**src/rtl/mem_access_stage_if.sv**
```systemverilog
// Data-memory bus between the MEM stage (master) and the data memory (slave).
interface mem_access_stage_if;
  logic        dmem_req_out;
  logic        dmem_we_out;
  logic [31:0] dmem_addr_out;
  logic [31:0] dmem_wdata_out;
  logic [3:0]  dmem_be_out;
  logic        dmem_ready_in;
  logic [31:0] dmem_rdata_in;

  modport master (
    output dmem_req_out, dmem_we_out, dmem_addr_out, dmem_wdata_out, dmem_be_out,
    input  dmem_ready_in, dmem_rdata_in
  );

  modport slave (
    input  dmem_req_out, dmem_we_out, dmem_addr_out, dmem_wdata_out, dmem_be_out,
    output dmem_ready_in, dmem_rdata_in
  );
endinterface

```
**src/rtl/mem_access_stage.sv**
```systemverilog
// RV32I MEM stage: sized load/store over a req/ready data bus, stalls upstream
// while an access is outstanding, and registers the MEM/WB results.
module mem_access_stage (
  input  logic                      clk,
  input  logic                      rst,
  input  logic [31:0]               alu_result_in,
  input  logic [31:0]               rs2_data_in,
  input  logic [4:0]                rd_in,
  input  logic                      reg_write_in,
  input  logic                      mem_write_in,
  input  logic                      mem_read_in,
  input  logic                      mem_to_reg_in,
  input  logic [2:0]                funct3_in,
  output logic                      stall_out,
  mem_access_stage_if.master        dmem,
  output logic [31:0]               wb_alu_result_out,
  output logic [31:0]               wb_mem_data_out,
  output logic [4:0]                wb_rd_out,
  output logic                      wb_reg_write_out,
  output logic                      wb_mem_to_reg_out,
  output logic                      mem_err_out
);

  localparam int unsigned DW = 32;
  localparam int unsigned RW = 5;
  localparam int unsigned BW = DW / 8;

  typedef enum logic [1:0] {IDLE, ACCESS, DONE} state_t;

  state_t          state_q, state_d;
  logic            req_q, req_d;
  logic            we_q, we_d;
  logic [DW-1:0]   addr_q, addr_d;
  logic [DW-1:0]   wdata_q, wdata_d;
  logic [BW-1:0]   be_q, be_d;
  logic [DW-1:0]   load_q, load_d;
  logic [DW-1:0]   wb_alu_q, wb_alu_d;
  logic [DW-1:0]   wb_data_q, wb_data_d;
  logic [RW-1:0]   wb_rd_q, wb_rd_d;
  logic            wb_rw_q, wb_rw_d;
  logic            wb_m2r_q, wb_m2r_d;
  logic            err_q, err_d;

  logic            mem_op;
  logic            is_store;
  logic            illegal;
  logic [BW-1:0]   lane_be;
  logic [DW-1:0]   lane_wdata;
  logic [7:0]      byte_sel;
  logic [15:0]     half_sel;
  logic [DW-1:0]   load_ext;

  // Access decode: legality, store lane steering and load extraction.
  always_comb begin
    mem_op     = mem_read_in | mem_write_in;
    is_store   = mem_write_in;
    illegal    = 1'b0;
    lane_be    = {BW{1'b1}};
    lane_wdata = '0;
    byte_sel   = 8'h00;
    half_sel   = 16'h0000;
    load_ext   = dmem.dmem_rdata_in;

    case (funct3_in)
      3'b000, 3'b100: illegal = 1'b0;
      3'b001, 3'b101: illegal = alu_result_in[0];
      3'b010:         illegal = (alu_result_in[1:0] != 2'b00);
      default:        illegal = 1'b1;
    endcase

    if (is_store) begin
      case (funct3_in[1:0])
        2'b00: begin
          lane_be    = BW'(4'b0001 << alu_result_in[1:0]);
          lane_wdata = {4{rs2_data_in[7:0]}};
        end
        2'b01: begin
          lane_be    = alu_result_in[1] ? 4'b1100 : 4'b0011;
          lane_wdata = {2{rs2_data_in[15:0]}};
        end
        default: begin
          lane_be    = {BW{1'b1}};
          lane_wdata = rs2_data_in;
        end
      endcase
    end

    case (alu_result_in[1:0])
      2'b00:   byte_sel = dmem.dmem_rdata_in[7:0];
      2'b01:   byte_sel = dmem.dmem_rdata_in[15:8];
      2'b10:   byte_sel = dmem.dmem_rdata_in[23:16];
      default: byte_sel = dmem.dmem_rdata_in[31:24];
    endcase
    half_sel = alu_result_in[1] ? dmem.dmem_rdata_in[31:16] : dmem.dmem_rdata_in[15:0];

    case (funct3_in)
      3'b000:  load_ext = {{24{byte_sel[7]}}, byte_sel};
      3'b100:  load_ext = {24'h000000, byte_sel};
      3'b001:  load_ext = {{16{half_sel[15]}}, half_sel};
      3'b101:  load_ext = {16'h0000, half_sel};
      default: load_ext = dmem.dmem_rdata_in;
    endcase
  end

  // Next-state, bus and MEM/WB logic; default is hold bus, bubble MEM/WB.
  always_comb begin
    state_d   = state_q;
    req_d     = req_q;
    we_d      = we_q;
    addr_d    = addr_q;
    wdata_d   = wdata_q;
    be_d      = be_q;
    load_d    = load_q;
    wb_alu_d  = '0;
    wb_data_d = '0;
    wb_rd_d   = '0;
    wb_rw_d   = 1'b0;
    wb_m2r_d  = 1'b0;
    err_d     = 1'b0;
    stall_out = 1'b0;

    case (state_q)
      IDLE: begin
        if (!mem_op) begin
          wb_alu_d = alu_result_in;
          wb_rd_d  = rd_in;
          wb_rw_d  = reg_write_in & (rd_in != 5'd0);
          wb_m2r_d = mem_to_reg_in;
        end else if (illegal) begin
          err_d = 1'b1;
        end else begin
          stall_out = 1'b1;
          req_d     = 1'b1;
          we_d      = is_store;
          addr_d    = {alu_result_in[31:2], 2'b00};
          wdata_d   = lane_wdata;
          be_d      = lane_be;
          state_d   = ACCESS;
        end
      end
      ACCESS: begin
        stall_out = 1'b1;
        if (req_q && dmem.dmem_ready_in) begin
          req_d   = 1'b0;
          load_d  = is_store ? '0 : load_ext;
          state_d = DONE;
        end
      end
      DONE: begin
        wb_alu_d  = alu_result_in;
        wb_data_d = load_q;
        wb_rd_d   = rd_in;
        wb_rw_d   = reg_write_in & (rd_in != 5'd0);
        wb_m2r_d  = mem_to_reg_in;
        state_d   = IDLE;
      end
      default: state_d = IDLE;
    endcase
  end

  // State and output registers with synchronous reset.
  always_ff @(posedge clk) begin
    if (rst) begin
      state_q   <= IDLE;
      req_q     <= 1'b0;
      we_q      <= 1'b0;
      addr_q    <= '0;
      wdata_q   <= '0;
      be_q      <= '0;
      load_q    <= '0;
      wb_alu_q  <= '0;
      wb_data_q <= '0;
      wb_rd_q   <= '0;
      wb_rw_q   <= 1'b0;
      wb_m2r_q  <= 1'b0;
      err_q     <= 1'b0;
    end else begin
      state_q   <= state_d;
      req_q     <= req_d;
      we_q      <= we_d;
      addr_q    <= addr_d;
      wdata_q   <= wdata_d;
      be_q      <= be_d;
      load_q    <= load_d;
      wb_alu_q  <= wb_alu_d;
      wb_data_q <= wb_data_d;
      wb_rd_q   <= wb_rd_d;
      wb_rw_q   <= wb_rw_d;
      wb_m2r_q  <= wb_m2r_d;
      err_q     <= err_d;
    end
  end

  assign dmem.dmem_req_out   = req_q;
  assign dmem.dmem_we_out    = we_q;
  assign dmem.dmem_addr_out  = addr_q;
  assign dmem.dmem_wdata_out = wdata_q;
  assign dmem.dmem_be_out    = be_q;

  assign wb_alu_result_out = wb_alu_q;
  assign wb_mem_data_out   = wb_data_q;
  assign wb_rd_out         = wb_rd_q;
  assign wb_reg_write_out  = wb_rw_q;
  assign wb_mem_to_reg_out = wb_m2r_q;
  assign mem_err_out       = err_q;

endmodule
```
**src/flat_wrapper.sv**
```systemverilog
// flat-port wrapper written by rule: the top's interface ports become plain ports
module mem_access_stage_flat 
  (clk, rst, alu_result_in, rs2_data_in, rd_in, reg_write_in, mem_write_in, mem_read_in, mem_to_reg_in, funct3_in, stall_out, wb_alu_result_out, wb_mem_data_out, wb_rd_out, wb_reg_write_out, wb_mem_to_reg_out, mem_err_out, dmem_dmem_req_out, dmem_dmem_we_out, dmem_dmem_addr_out, dmem_dmem_wdata_out, dmem_dmem_be_out, dmem_dmem_ready_in, dmem_dmem_rdata_in);
  mem_access_stage_if dmem_i ();
  input  logic clk;
  input  logic rst;
  input  logic [31:0] alu_result_in;
  input  logic [31:0] rs2_data_in;
  input  logic [4:0] rd_in;
  input  logic reg_write_in;
  input  logic mem_write_in;
  input  logic mem_read_in;
  input  logic mem_to_reg_in;
  input  logic [2:0] funct3_in;
  output logic stall_out;
  output logic [31:0] wb_alu_result_out;
  output logic [31:0] wb_mem_data_out;
  output logic [4:0] wb_rd_out;
  output logic wb_reg_write_out;
  output logic wb_mem_to_reg_out;
  output logic mem_err_out;
  output wire logic [$bits(dmem_i.dmem_req_out)-1:0] dmem_dmem_req_out;
  output wire logic [$bits(dmem_i.dmem_we_out)-1:0] dmem_dmem_we_out;
  output wire logic [$bits(dmem_i.dmem_addr_out)-1:0] dmem_dmem_addr_out;
  output wire logic [$bits(dmem_i.dmem_wdata_out)-1:0] dmem_dmem_wdata_out;
  output wire logic [$bits(dmem_i.dmem_be_out)-1:0] dmem_dmem_be_out;
  input wire logic [$bits(dmem_i.dmem_ready_in)-1:0] dmem_dmem_ready_in;
  input wire logic [$bits(dmem_i.dmem_rdata_in)-1:0] dmem_dmem_rdata_in;
  assign dmem_dmem_req_out = dmem_i.dmem_req_out;
  assign dmem_dmem_we_out = dmem_i.dmem_we_out;
  assign dmem_dmem_addr_out = dmem_i.dmem_addr_out;
  assign dmem_dmem_wdata_out = dmem_i.dmem_wdata_out;
  assign dmem_dmem_be_out = dmem_i.dmem_be_out;
  assign dmem_i.dmem_ready_in = dmem_dmem_ready_in;
  assign dmem_i.dmem_rdata_in = dmem_dmem_rdata_in;
  mem_access_stage u_core (.clk(clk), .rst(rst), .alu_result_in(alu_result_in), .rs2_data_in(rs2_data_in), .rd_in(rd_in), .reg_write_in(reg_write_in), .mem_write_in(mem_write_in), .mem_read_in(mem_read_in), .mem_to_reg_in(mem_to_reg_in), .funct3_in(funct3_in), .stall_out(stall_out), .dmem(dmem_i), .wb_alu_result_out(wb_alu_result_out), .wb_mem_data_out(wb_mem_data_out), .wb_rd_out(wb_rd_out), .wb_reg_write_out(wb_reg_write_out), .wb_mem_to_reg_out(wb_mem_to_reg_out), .mem_err_out(mem_err_out));
endmodule
```
**config.mk**
```make
export PLATFORM = sky130hd
export DESIGN_NAME = mem_access_stage_flat
export DESIGN_NICKNAME = d
export VERILOG_FILES = /design/src/rtl/mem_access_stage_if.sv /design/src/rtl/mem_access_stage.sv /design/src/flat_wrapper.sv
export SDC_FILE = /design/constraint.sdc
export NUM_CORES = 1
export LEC_CHECK = 0
export CAP_MARGIN = 25
export CORE_ASPECT_RATIO = 0.7
export CORE_MARGIN = 2
export CORE_UTILIZATION = 30
export CTS_CLUSTER_SIZE = 20
export DETAILED_ROUTE_END_ITERATION = 12
export SYNTH_ARGS = -nofsm -noshare
export SYNTH_HDL_FRONTEND = slang
export SYNTH_SLANG_ARGS = --single-unit
```
**constraint.sdc**
```tcl
create_clock -name clk -period 1.7 [get_ports clk]
set_clock_uncertainty 0.05 [all_clocks]
set_input_delay 0.255 -clock clk [delete_from_list [all_inputs] [get_ports clk]]
set_output_delay 0.255 -clock clk [all_outputs]
set_load 0.02 [all_outputs]
```
# Yosys cells after proc, flatten, opt, wreduce, memory -nomap -nowiden
# Cells that the tools add are included.
# W data, S select, Z words.
# totals
inputBits	111
register_bits	174
output_inout_bits	143
elab_cells	78
# classes
n_shift	1
mux	30
n_bitwise	6
n_reduce_logical	16
eq_ne	12
# ops
op	n
$pmux W32 S2	2
$pmux W32 S4	1
$mux W32	3
$pmux W8 S3	1
$mux W16	1
$pmux W5 S2	1
$mux W1	8
$mux W4	2
$pmux W1 S2	4
$pmux W4 S2	1
$eq A2 B1 Y1 const B	3
$eq A3 B3 Y1 const B	2
$logic_not A2 Y1	3
$mux W2	3
$reduce_and A3 Y1	2
$reduce_or A2 Y1	3
$mux W5	1
$reduce_bool A5 Y1	1
$eq A2 B2 Y1 const B	2
$ne A2 B1 Y1 const B	2
$not A1 Y1	4
$pmux W2 S2	1
$reduce_and A4 Y1	1
$reduce_bool A2 Y1	2
11 further kinds	11

# Logic depth before layout (Yosys ltp)
# Gate-level depths: netlist of run 1.
# logic_depth
depth_word	6
depth_mapped	7
ltp_nobuf	4

# Worst setup path after synthesis of run 1
# OpenSTA, ideal clock, no wires.
# synth_timing
kind	input to output
startpoint	in funct3_in[0]
endpoint	out stall_out
arrival_ps	1415
n_path_buf	2
slack_ps	-20
stages	5
t_required_ps	1395
cell_sequence	buf_2 -> o31ai_4 -> nand4_1 -> clkbuf_1 -> o21ai_0
# synth_via
elab_chain_cells	6
elab_cells_between_ends	11
cone_classes	eq/ne: 4; mux: 4; reduce/logical: 3
# synth_lines
element	line_no	source
from (decl)	flat_wrapper.sv:14	input logic [2:0] funct3_in;
$eq A3 B1 Y1, or another cell as far along	mem_access_stage.sv:64	case (funct3_in)
$reduce_or A2 Y1	mem_access_stage.sv:64	
$pmux W1 S3 *	mem_access_stage.sv:64	
$mux W1 *	mem_access_stage.sv:129	end else if (illegal) begin
$mux W1 *	mem_access_stage.sv:124	if (!mem_op) begin
$pmux W1 S2 *	mem_access_stage.sv:122	case (state_q)
to (decl)	flat_wrapper.sv:15	output logic stall_out;
# Every way passes the cells marked *; elsewhere a longest branch is shown, timed or not.

# Final worst setup path of run 1
# layout_timing
startpoint	reg u_core.state_q[1]
endpoint	out stall_out
# layout_via
elab_chain_cells	2
elab_cells_between_ends	3
cone_classes	eq/ne: 1; mux: 1; reduce/logical: 1
# layout_lines
element	line_no	source
from (decl)	mem_access_stage.sv:30	state_t state_q, state_d;
from (signal assigned)	mem_access_stage.sv:178	state_q <= state_d;
$eq A2 B1 Y1 or $logic_not A2 Y1 (tied branches)	mem_access_stage.sv:122	
$pmux W1 S2 *	mem_access_stage.sv:122	
# Marked as above.

==> results of run 1 <==
-- worst paths after layout --
check	start	endpoint	slack (ns)	depth (start not counted)
max	u_core.state_q[1]	stall_out	-0.06	4
min	rst	u_core.dmem.dmem_req_out	0.15	2
max reg2reg	u_core.state_q[1]	u_core.load_q[30]	0.18	5
min reg2reg	u_core.dmem.dmem_wdata_out[23]	u_core.dmem.dmem_wdata_out[23]	0.40	2
-- registers in the layout (all words and copies together), names as in the netlist, 2 cells and up --
signal                      flops
u_core.dmem.dmem_be_out         4
u_core.state_q                  2
u_core.dmem.dmem_addr_out      30
u_core.wb_mem_data_out         32
u_core.wb_rd_out                5
u_core.dmem.dmem_wdata_out     32
u_core.wb_alu_result_out       32
u_core.load_q                  32
-- synthesized netlist by cell type, drive strengths merged (2+ instances only) --
cell and count:
a21boi 8, a211oi 2, inv 3, dfxtp 174, mux2i 24, mux2 8
nor4 2, and3 70, and4b 2, a22o 8, buf 20, o21a 7
a22oi 16, o21ai 60, clkbuf 33, nand4b 2, a21oi 43, nor3 10
nand2 120, nor2b 3, nor2 28
-- what timing repair did --
item / 4_1_cts / 5_1_grt
hold endpoints to repair: 0 / 0
buffers inserted: 1 / 0
pin swaps: 2 / 2
gates resized for setup: 81 / 37
endpoints found under the setup margin: 72 / 37
-- layout make-up --
class,instances,share of cell area
diodes,1,0.000249
multi-input cells,431,0.252
inverters,3,0.00112
repair buffers,308,0.301
well taps,276,0.0344
flip-flops and latches,174,0.347
clock buffers,17,0.0424
clock inverters,15,0.0208
-- power breakdown --
part / switching [mW] / leakage, nW / internal (mW)
clock: 1.99 / 0.304 / 2.16
combinational: 0.690 / 3.37 / 0.621
sequential: 0.0559 / 1.41 / 4.20
total: 2.73 / 5.09 / 6.98
-- through the flow --
step / setup WS (ns) / utilization
floorplan: 0.0686 / -
global placement: -0.428 / 0.456
detailed placement: -0.453 / 0.456
CTS: -0.0963 / 0.484
global route: -0.119 / 0.488
finish: -0.0605 / 0.488
-- routing by layer --
| layer | GRT usage | up-vias | wire [um] |
|---|---|---|---|
| li1 | - | 2841 | - |
| met5 | 0 | - | 0 |
| met3 | 0.0614 | 26 | 1730 |
| met4 | 0.0632 | 0 | 292 |
| met2 | 0.275 | 220 | 8720 |
| met1 | 0.262 | 2638 | 9990 |
-- logic make-up (layout without fill, tap and decap cells) --
family                 Yosys count  count (layout)  synth area share
AO/OA/AOI/OAI                  153             153             0.152
buffers and inverters           56             343            0.0404
flip-flops                     174             174             0.559
multiplexers                    33              33            0.0566
other                            1               3          0.000602
AND/OR/NAND/NOR                243             243             0.192
==> flow_summary.ini, run 1 <==
[cells_and_area]
multiInputGateArea_um2 = 2530
finalNetCount = 1046
layout_common_cells = dfxtp_1, clkdlybuf4s50_1, nand2_1
syn_to_final_growth_pct = 61.0
final_layout_size_suffix_gt1_frac = 0.126
seq_area_um2 = 3480
instances_no_fill = 1225
layout_commonest_cell = dfxtp_1
final_design_area_no_fill_um2 = 10000
fillCellCount = 1970

[cts]
clock_sinks = 174
htreeDepth = 4
clk_transition_reported_paths_ns = 0.07
cts_made_buffers = 17
clk_path_buf_depth = 2
cts_tree = built
cts_root_buf = clkbuf_16
clk_latency_ns = 0.44
cts_hold_buf = 0

[detailed_routing]
wl_per_cell_um = 16.9
via_per_inst = 4.67
dr.pass1.iters = 4
vias = 5725
ant_nets = 0
route.detailed.drc = 0
wl_um = 20700
first_iter_violations = 292

[die]
fp.dieArea_um2 = 22000
die_x_um = 176
fp-row-count = 44
core_um2 = 20500
start_util = 0.303
io_pins = 254
die_height_um = 125

[placement]
place_congestion = 0.859
place_inst = 1191
numPortBuffers = 251
hpwl_um = 15000
placed_area_um2 = 9370

[job]
maxCapViolCount = 0

[min_path]
min_path_type = input port to flop

[setup_path]
cp.arrival_ns = 1.46
endpoint_kind = output pin
crit_type = flop to output pin
start_kind = flop
max_stage_delay_ns = 0.34
cpMaxStageDelayCell = dfxtp_2
cp_cell_sequence = o21ba_4, nand4_1, o21ai_2, buf_6
critPathRequiredTime_ns = 1.39
worst-path-buf-inv = 1
cpLargestDelayFamily = compound AO/OA/AOI/OAI gates
cp_max_fo = 4

[timing]
fmax_ghz = 0.568
slew_viol_final = 0
slew_headroom = 0.607
worst_pin_slew_ns = 0.589
fin_crit_ns = 1.76
period_share = 1.04
holdWs_ns = 0.145
postLayoutSetupSlackWorst_ns = -0.0605
tns_ns = -0.0605
rsz0062_at_grt = true
finalHoldViolCount = 0
setup_viol = 1

[global_route]
grt_max_degree = 43
grt_use_total = 0.189
grt_antenna_before_repair = 1
grt-ovfl-total = 0
grt_pass1_vias = 5612
grt_pass1_wl_um = 32100

[synth]
netlist_top_cells_area = dfxtp_1, nand2_1, and3_1, mux2i_1, a21oi_1
synthFlopType = dfxtp_1
synth_warnings = 0
synth_seq_cells = 174
synth_area_um2 = 6230
synth_area_per_cell_um2 = 9.44
yosysUniqueCellTypes = 46
synth_area_leader_cell = dfxtp_1
synth_edf_count = 0
synthArstFlopShare = 0
synth-seq-area-share = 0.559
synthCells = 660
synth.top_cell.area_share = 0.559

[run_status]
status = complete, but fails checks
violations = negative setup slack

[power_and_ir_drop]
p_leak_nw = 5.09
ir_worst_vdd_uv = 587
p_per_area_nw_per_um2 = 968
total_power_mw = 9.71
(Power assumes the default switching activity.)
==> run 2: changes to the inputs <==
CORE_UTILIZATION = 39   (was 30)
PLACE_DENSITY = 0.77   (was default)
==> flow_summary.ini, run 2 (synthesized netlist as in run 1, its figures left out) <==
[global_route]
grt-ovfl-total = 0
grt_use_total = 0.232
grt_antenna_before_repair = 1
grt_pass1_wl_um = 30000
grt_max_degree = 50
grt_pass1_vias = 5465

[detailed_routing]
wl_met3_um = 1820
via_per_inst = 5.11
highest_layer = met5
dr.pass1.iters = 5
route.detailed.drc = 0
wl_met2_um = 8800
first_iter_violations = 463
ant_nets = 0
met1_length_um = 9010
wl_per_cell_um = 17.4
wl_um = 19900
vias = 5851

[setup_path]
reg2reg_from = u_core.state_q[1]
cp_cell_sequence = o21ba_4, nand4_1, o21ai_2, buf_6
r2r_end = u_core.load_q[18]
critPathRequiredTime_ns = 1.39
max_stage_delay_ns = 0.33
start_kind = flop
cp.arrival_ns = 1.44
endpoint_kind = output pin
cpMaxStageDelayCell = dfxtp_2
crit_type = flop to output pin
r2r_cells = 6
r2r_slack_ns = 0.08
cp_max_fo = 3

[cells_and_area]
utilization = 0.640
seq_area_um2 = 3480
layout_commonest_cell = dfxtp_1
syn_to_final_growth_pct = 59.8
n_antenna_cell = 0
final_layout_size_suffix_gt1_frac = 0.120
fillCellCount = 1250
finalNetCount = 1042
multiInputGateArea_um2 = 2540
layout_common_cells = dfxtp_1, clkdlybuf4s50_1, nand2_1

[placement]
place_ws_ns = -0.679
place_congestion = 0.900
numPortBuffers = 251
hpwl_um = 14500

[power_and_ir_drop]
p_per_area_nw_per_um2 = 945
p_leak_nw = 5.10
ir_worst_vdd_uv = 623

[cts]
clk_path_buf_depth = 2
clk_transition_reported_paths_ns = 0.07
cts_made_buffers = 17
htreeDepth = 4
cts_tree = built
clock_sinks = 174
cts_root_buf = clkbuf_16
cts_hold_buf = 0
clk_latency_ns = 0.42

[timing]
setup_viol = 1
worst_pin_slew_ns = 0.559
fin_crit_ns = 1.74
tns_ns = -0.0418
rsz0062_at_grt = true
period_share = 1.02
slew_viol_final = 0
fmax_ghz = 0.574
finalHoldViolCount = 0
slew_headroom = 0.627
postLayoutSetupSlackWorst_ns = -0.0418

[die]
fp-row-count = 38
die_x_um = 155
start_util = 0.401
fp.dieArea_um2 = 17000
die_height_um = 110
io_pins = 254
core_um2 = 15500

[run_status]
status = complete, but fails checks
violations = negative setup slack

[min_path]
hold_end = u_core.state_q[1]
min_path_type = input port to flop
hold-path-cell-count = 3
hold_start = rst

[job]
maxCapViolCount = 0
run 2: changes by cell type in the layout (fill, tap and decap cells not counted), moves of 2 or more:
| cell | delta |
|---|---|
| buf_4 | -7 |
| dlygate4sd2_1 | -27 |
| buf_6 | +2 |
| o21ai_1 | +2 |
| dlymetal6s2s_1 | +10 |
| clkdlybuf4s50_1 | +17 |
run 2: through the flow:
stage          hold slack, ns  std cells  instance area [um2]  total power [mW]
6_report                0.298       1144                 9960              9.41
5_1_grt                 0.321       1144                 9960              9.78
4_1_cts                 0.284       1143                 9820              9.51
3_5_place_dp            0.386       1111                 9260              5.71
3_3_place_gp            0.379       1111                 9260              5.69
2_1_floorplan           0.335        661                 6240              4.93
run 2: area by class of cell:
cell class,count,share of cell area
clock buffer,17,0.0427
timing repair buffer,304,0.309
clock inverter,15,0.0172
multi-input combinational,431,0.255
sequential,174,0.350
tap,200,0.0251
inverter,3,0.00113
run 2: worst max path at each step:
stage	start	to	slack (ns)	cells after the start
floorplan	alu_result_in[1]	u_core.load_q[10]	0.07	5
global placement	funct3_in[0]	stall_out	-0.67	5
detailed placement	funct3_in[0]	stall_out	-0.68	5
CTS	u_core.state_q[1]	stall_out	-0.06	3
global route	u_core.state_q[1]	stall_out	-0.09	4
finish	u_core.state_q[1]	stall_out	-0.04	4
run 2: critical path, delay by kind of cell (launching register included):
kind	cells	cell delay [ns]
simple gates	1	0.15
flops	1	0.33
compound gates	2	0.38
buf+inv	1	0.16
run 2: metal layers:
| metal | vias to the layer above | track usage |
|---|---|---|
| met5 | - | 0 |
| met1 | 2756 | 0.303 |
| met3 | 27 | 0.0899 |
| met4 | 2 | 0.0728 |
| met2 | 240 | 0.355 |
| li1 | 2826 | - |
run 2: timing repair:
item,CTS,global route
endpoints found under the setup margin,78,78
gates cloned,0,0
pin swaps,1,1
setup buffers,0,1
hold endpoints to repair,0,0
gates resized for setup,58,51
run 2: report_power, final:
group	internal (mW)	switching, mW	total [mW]
clock network	1.98	1.85	3.84
registers	4.20	0.0556	4.25
logic	0.627	0.692	1.32
==> run 3: changes to the inputs <==
--- a/config.mk
+++ b/config.mk
@@ -13,4 +13,5 @@
 export DETAILED_ROUTE_END_ITERATION = 12
 export PLACE_DENSITY = 0.77
+export REMOVE_ABC_BUFFERS = 1
 export SYNTH_ARGS = -nofsm -noshare
 export SYNTH_HDL_FRONTEND = slang
==> constraint.sdc (replaced) <==
create_clock -name clk -period 1.7 [get_ports clk]
set_clock_uncertainty 0.05 [all_clocks]
set_input_delay 0.51 -clock clk [delete_from_list [all_inputs] [get_ports clk]]
set_output_delay 0.51 -clock clk [all_outputs]
set_load 0.02 [all_outputs]
==> flow_summary.ini, run 3 (synthesized netlist as in run 1, its figures left out) <==
[timing]
postLayoutSetupSlackWorst_ns = -0.221
finalHoldViolCount = 0
worst_pin_slew_ns = 0.547
slew_headroom = 0.635
rsz0062_at_grt = true
setup_viol = 1
period_share = 1.13
fin_crit_ns = 1.92
holdWs_ns = 0.394
fmax_ghz = 0.521
tns_ns = -0.221
slew_viol_final = 0

[setup_path]
r2r_cells = 7
r2r_end = u_core.dmem.dmem_be_out[2]
cpMaxStageDelayCell = dfxtp_2
cpLargestDelayFamily = flip-flops
endpoint_kind = output pin
cp.arrival_ns = 1.36
cp_max_fo = 3
reg2reg_from = u_core.state_q[1]
crit_type = flop to output pin
cp_cell_sequence = o21ba_4, nand4_1, o21ai_1, buf_4
start_kind = flop
r2r_slack_ns = 0.10
worst-path-buf-inv = 1
critPathRequiredTime_ns = 1.14
max_stage_delay_ns = 0.34

[power_and_ir_drop]
p_per_area_nw_per_um2 = 947
p_leak_nw = 4.74
seqPwrFrac = 0.455
clkPwrFrac = 0.402
ir_worst_vdd_uv = 603
p_comb_frac = 0.143
sw_frac_of_total = 0.274
intPower_mw = 6.79
p_sw_mw = 2.56

[cells_and_area]
final_layout_size_suffix_gt1_frac = 0.159
finalNetCount = 1051
final_design_area_no_fill_um2 = 9880
layout_common_cells = dfxtp_1, nand2_1, dlygate4sd2_1
utilization = 0.636
layout_commonest_cell = dfxtp_1
syn_to_final_growth_pct = 58.6

[die]
fp.dieArea_um2 = 17000
fp-row-count = 38
io_pins = 254
start_util = 0.401
die_x_um = 155
die_height_um = 110
core_um2 = 15500

[placement]
hpwl_um = 13900
place_congestion = 0.789
numPortBuffers = 251
place_ws_ns = -1.19
placed_area_um2 = 9280

[detailed_routing]
vias = 5831
route.detailed.drc = 0
wl_per_cell_um = 17.1
dr.pass1.iters = 4
ant_nets = 0
first_iter_violations = 297
wl_um = 19800
via_per_inst = 5.05

[cts]
clock_sinks = 174
cts_hold_buf = 0
clk_transition_reported_paths_ns = 0.07
cts_root_buf = clkbuf_16
cts_made_buffers = 17
clk_latency_ns = 0.42
cts_tree = built
htreeDepth = 4
clk_path_buf_depth = 2

[global_route]
met2_usage = 0.366
grt_pass1_vias = 5649
grt-ovfl-total = 0
grt_max_degree = 44
grt_busiest_layer = met2
grt_use_met3 = 0.0918
use_met1 = 0.289
grt_antenna_before_repair = 1
grt_pass1_wl_um = 30100
grt_use_total = 0.228

[min_path]
hold_start = u_core.dmem.dmem_wdata_out[31]
hold-path-cell-count = 2
hold_end = u_core.dmem.dmem_wdata_out[31]
min_path_type = flop to flop

[run_status]
status = complete, but fails checks
violations = negative setup slack

[job]
maxCapViolCount = 0
[run 3: changes by cell type in the layout (fill, tap and decap cells not counted), sizes merged]
cell / previous run / this run
clkdlybuf4s50: 155 / 97
dlygate4sd2: 48 / 102
dlymetal6s2s: 46 / 4
clkdlybuf4s15: 0 / 30
clkbuf: 17 / 34
buf: 55 / 64
clkinvlp: 1 / 0
diode: 0 / 1
[run 3: worst max path at each step]
| stage | startpoint | end | depth (start not counted) |
|---|---|---|---|
| detailed placement | funct3_in[0] | stall_out | 5 |
| floorplan | rst | u_core.dmem.dmem_wdata_out[10] | 3 |
| global placement | funct3_in[0] | stall_out | 5 |
| CTS | u_core.state_q[1] | stall_out | 4 |
| finish | u_core.state_q[1] | stall_out | 4 |
| global route | u_core.state_q[1] | stall_out | 4 |
[run 3: final cells by class]
type / instances / area (um2)
Tap cell: 200 / 250
Antenna cell: 1 / 2.50
Clock buffer: 18 / 429
Sequential cell: 174 / 3480
Multi-Input combinational cell: 431 / 2600
Clock inverter: 14 / 144
Timing Repair Buffer: 313 / 2970
Inverter: 3 / 11.3
Fill cell: 1340 / 5660
[run 3: routing by layer]
metal / part of all wire / up-vias
li1: - / 2841
met1: 0.44 / 2743
met2: 0.45 / 231
met3: 0.10 / 16
met4: 0.0097 / 0
met5: 0 / -
[run 3: power by group through the flow]
stage	registers [mW]	logic (mW)	clock network, mW
detailed placement	4.35	1.36	0
CTS	4.25	1.30	3.83
global route	4.27	1.44	4.02
floorplan	4.50	0.347	0
finish	4.25	1.34	3.77
global placement	4.34	1.35	0
[run 3: worst min-delay path, stage by stage, from the launching register on]
cell and delay (ns):
dfxtp_1 0.31, nand2_1 0.05, o21ai_1 0.05
[run 3: stage by stage]
| step | cells | power, mW |
|---|---|---|
| 2_1_floorplan | 608 | 4.84 |
| 3_5_place_dp | 1111 | 5.71 |
| 3_3_place_gp | 1111 | 5.70 |
| 5_1_grt | 1153 | 9.72 |
| 4_1_cts | 1146 | 9.39 |
| 6_report | 1154 | 9.36 |
[run 3: what timing repair did]
action / 4_1_cts / 5_1_grt
gates cloned: 0 / 2
resized for setup: 191 / 76
buffers inserted: 3 / 5
hold endpoints to repair: 0 / 0
setup endpoints to repair: 243 / 63
pin swaps: 4 / 4
==> RTL edit: new RTL, config.mk and constraints of run 1 <==
Re-encode `state_t` (3 states) as one-hot, 3 bits wide.
--- a/src/rtl/mem_access_stage.sv
+++ b/src/rtl/mem_access_stage.sv
@@ -25,7 +25,7 @@
   localparam int unsigned RW = 5;
   localparam int unsigned BW = DW / 8;
 
-  typedef enum logic [1:0] {IDLE, ACCESS, DONE} state_t;
+  typedef enum logic [2:0] {IDLE = 3'b001, ACCESS = 3'b010, DONE = 3'b100} state_t;
 
   state_t          state_q, state_d;
   logic            req_q, req_d;
Behaviour: no difference found for any inputs over 4 cycles, from zero or initial values and one cycle with rst high; so few cycles prove little.
==> RTL edit against run 1 <==
  * The flow still finishes with violations (negative setup slack)
  * Count of clock-buffer cells in the layout unchanged
  * Wire length down 0.95%
  * Worst setup slack worse by 0.11 ns
  * Largest cell class unchanged
  * Clock power down 3%
  * Critical path depth up 1
  * Sequential cell count up 1
  * Total power about the same
  * Final area up 4.6%
  * Via count down 0.26%
  * Area after synthesis up 2.2%
==> RTL edit: results (changes against run 1) <==
initialDrtViolationCount: 363  # was 292
dp_cells: 1172  # was 1191
antenna_found_initial: 3  # was 1
use_met3_pct: 6.70  # was 6.14%
status: "finished with violations"  # unchanged
use_met2_pct: 25.8  # was 27.5%
finalSetupViolations: 20  # was 1
dr_wl_met3_mm: 1.75  # was 1.73 mm
placed_area_sq_mm: 0.00957  # was 0.00937 sq mm
hpwl_mm: 14.6  # was 15.0 mm
yosysUniqueCellTypes: 47  # was 46
failed_checks: "negative setup slack"  # unchanged
arrival_ns: 2.19  # was 1.46 ns
met1_length_mm: 9.60  # was 9.99 mm
cp_top_family: "simple AND/OR/NAND/NOR gates"  # was compound AO/OA/AOI/OAI gates
yosysSeqAreaShare_pct: 55.0  # was 55.9%
cts_resized: 80  # was 81
route.met2.wl_mm: 8.95  # was 8.72 mm
setup_tns_ns: -2.93  # was -0.0605 ns
pre_cts_ws_ns: -0.804  # was -0.453 ns
ys_top_cells_by_count: "175 x dfxtp_1, 69 x and2_1, 69 x o21ai_0"  # was 174 x dfxtp_1, 120 x nand2_1, 70 x and3_1
vias: 5710  # was 5725
synthesis.instances: 636  # was 660
fin_ws_ns: -0.170  # was -0.0605 ns
fin_nets: 1033  # was 1046
[RTL edit: cell types whose count changed in the layout (fill, tap and decap cells not counted), sizes merged, moves of 10 or more]
| cell | run 1 | this run |
|---|---|---|
| o2bb2ai | 0 | 15 |
| nor2 | 28 | 14 |
| a221o | 0 | 17 |
| nand3 | 0 | 32 |
| and2 | 1 | 69 |
| o21ai | 60 | 70 |
| nand2 | 120 | 30 |
| dlygate4sd2 | 75 | 56 |
| a22oi | 16 | 1 |
| dlymetal6s2s | 36 | 55 |
| and3 | 70 | 0 |
[RTL edit: cells by family after synthesis]
family	Yosys count
buf+inv	58
mux	35
flops	175
other cells	1
compound gates	189
simple gates	178
[RTL edit: final timing paths]
path              slack (ns)  cells past startpoint                      startpoint                              to
setup reg to reg       -0.17                      5  u_core.state_q[2]$_SDFFE_PP0P_  u_core.load_q[30]$_SDFFE_PP0P_
hold reg to reg         0.40                      2   u_core.load_q[3]$_SDFFE_PP0P_   u_core.load_q[3]$_SDFFE_PP0P_
setup / recovery       -0.17                      5  u_core.state_q[2]$_SDFFE_PP0P_  u_core.load_q[30]$_SDFFE_PP0P_
hold / removal          0.18                      2          dmem_dmem_rdata_in[23]  u_core.load_q[23]$_SDFFE_PP0P_
[RTL edit: report_power, final]
| part | total [mW] | switching [mW] | internal (mW) |
|---|---|---|---|
| clock network | 4.02 | 1.89 | 2.13 |
| registers | 4.28 | 0.0534 | 4.23 |
| logic | 1.41 | 0.718 | 0.693 |
| total | 9.71 | 2.66 | 7.05 |
[RTL edit: area by class of cell]
type	count	area, sq um	area share (%)
Tap cell	276	345	3.29
Timing Repair Buffer	319	3250	30.9
Sequential cell	175	3510	33.4
Inverter	5	18.8	0.179
Clock inverter	15	198	1.88
Multi-Input combinational cell	404	2750	26.2
Antenna cell	2	5.00	0.0477
Clock buffer	17	425	4.05
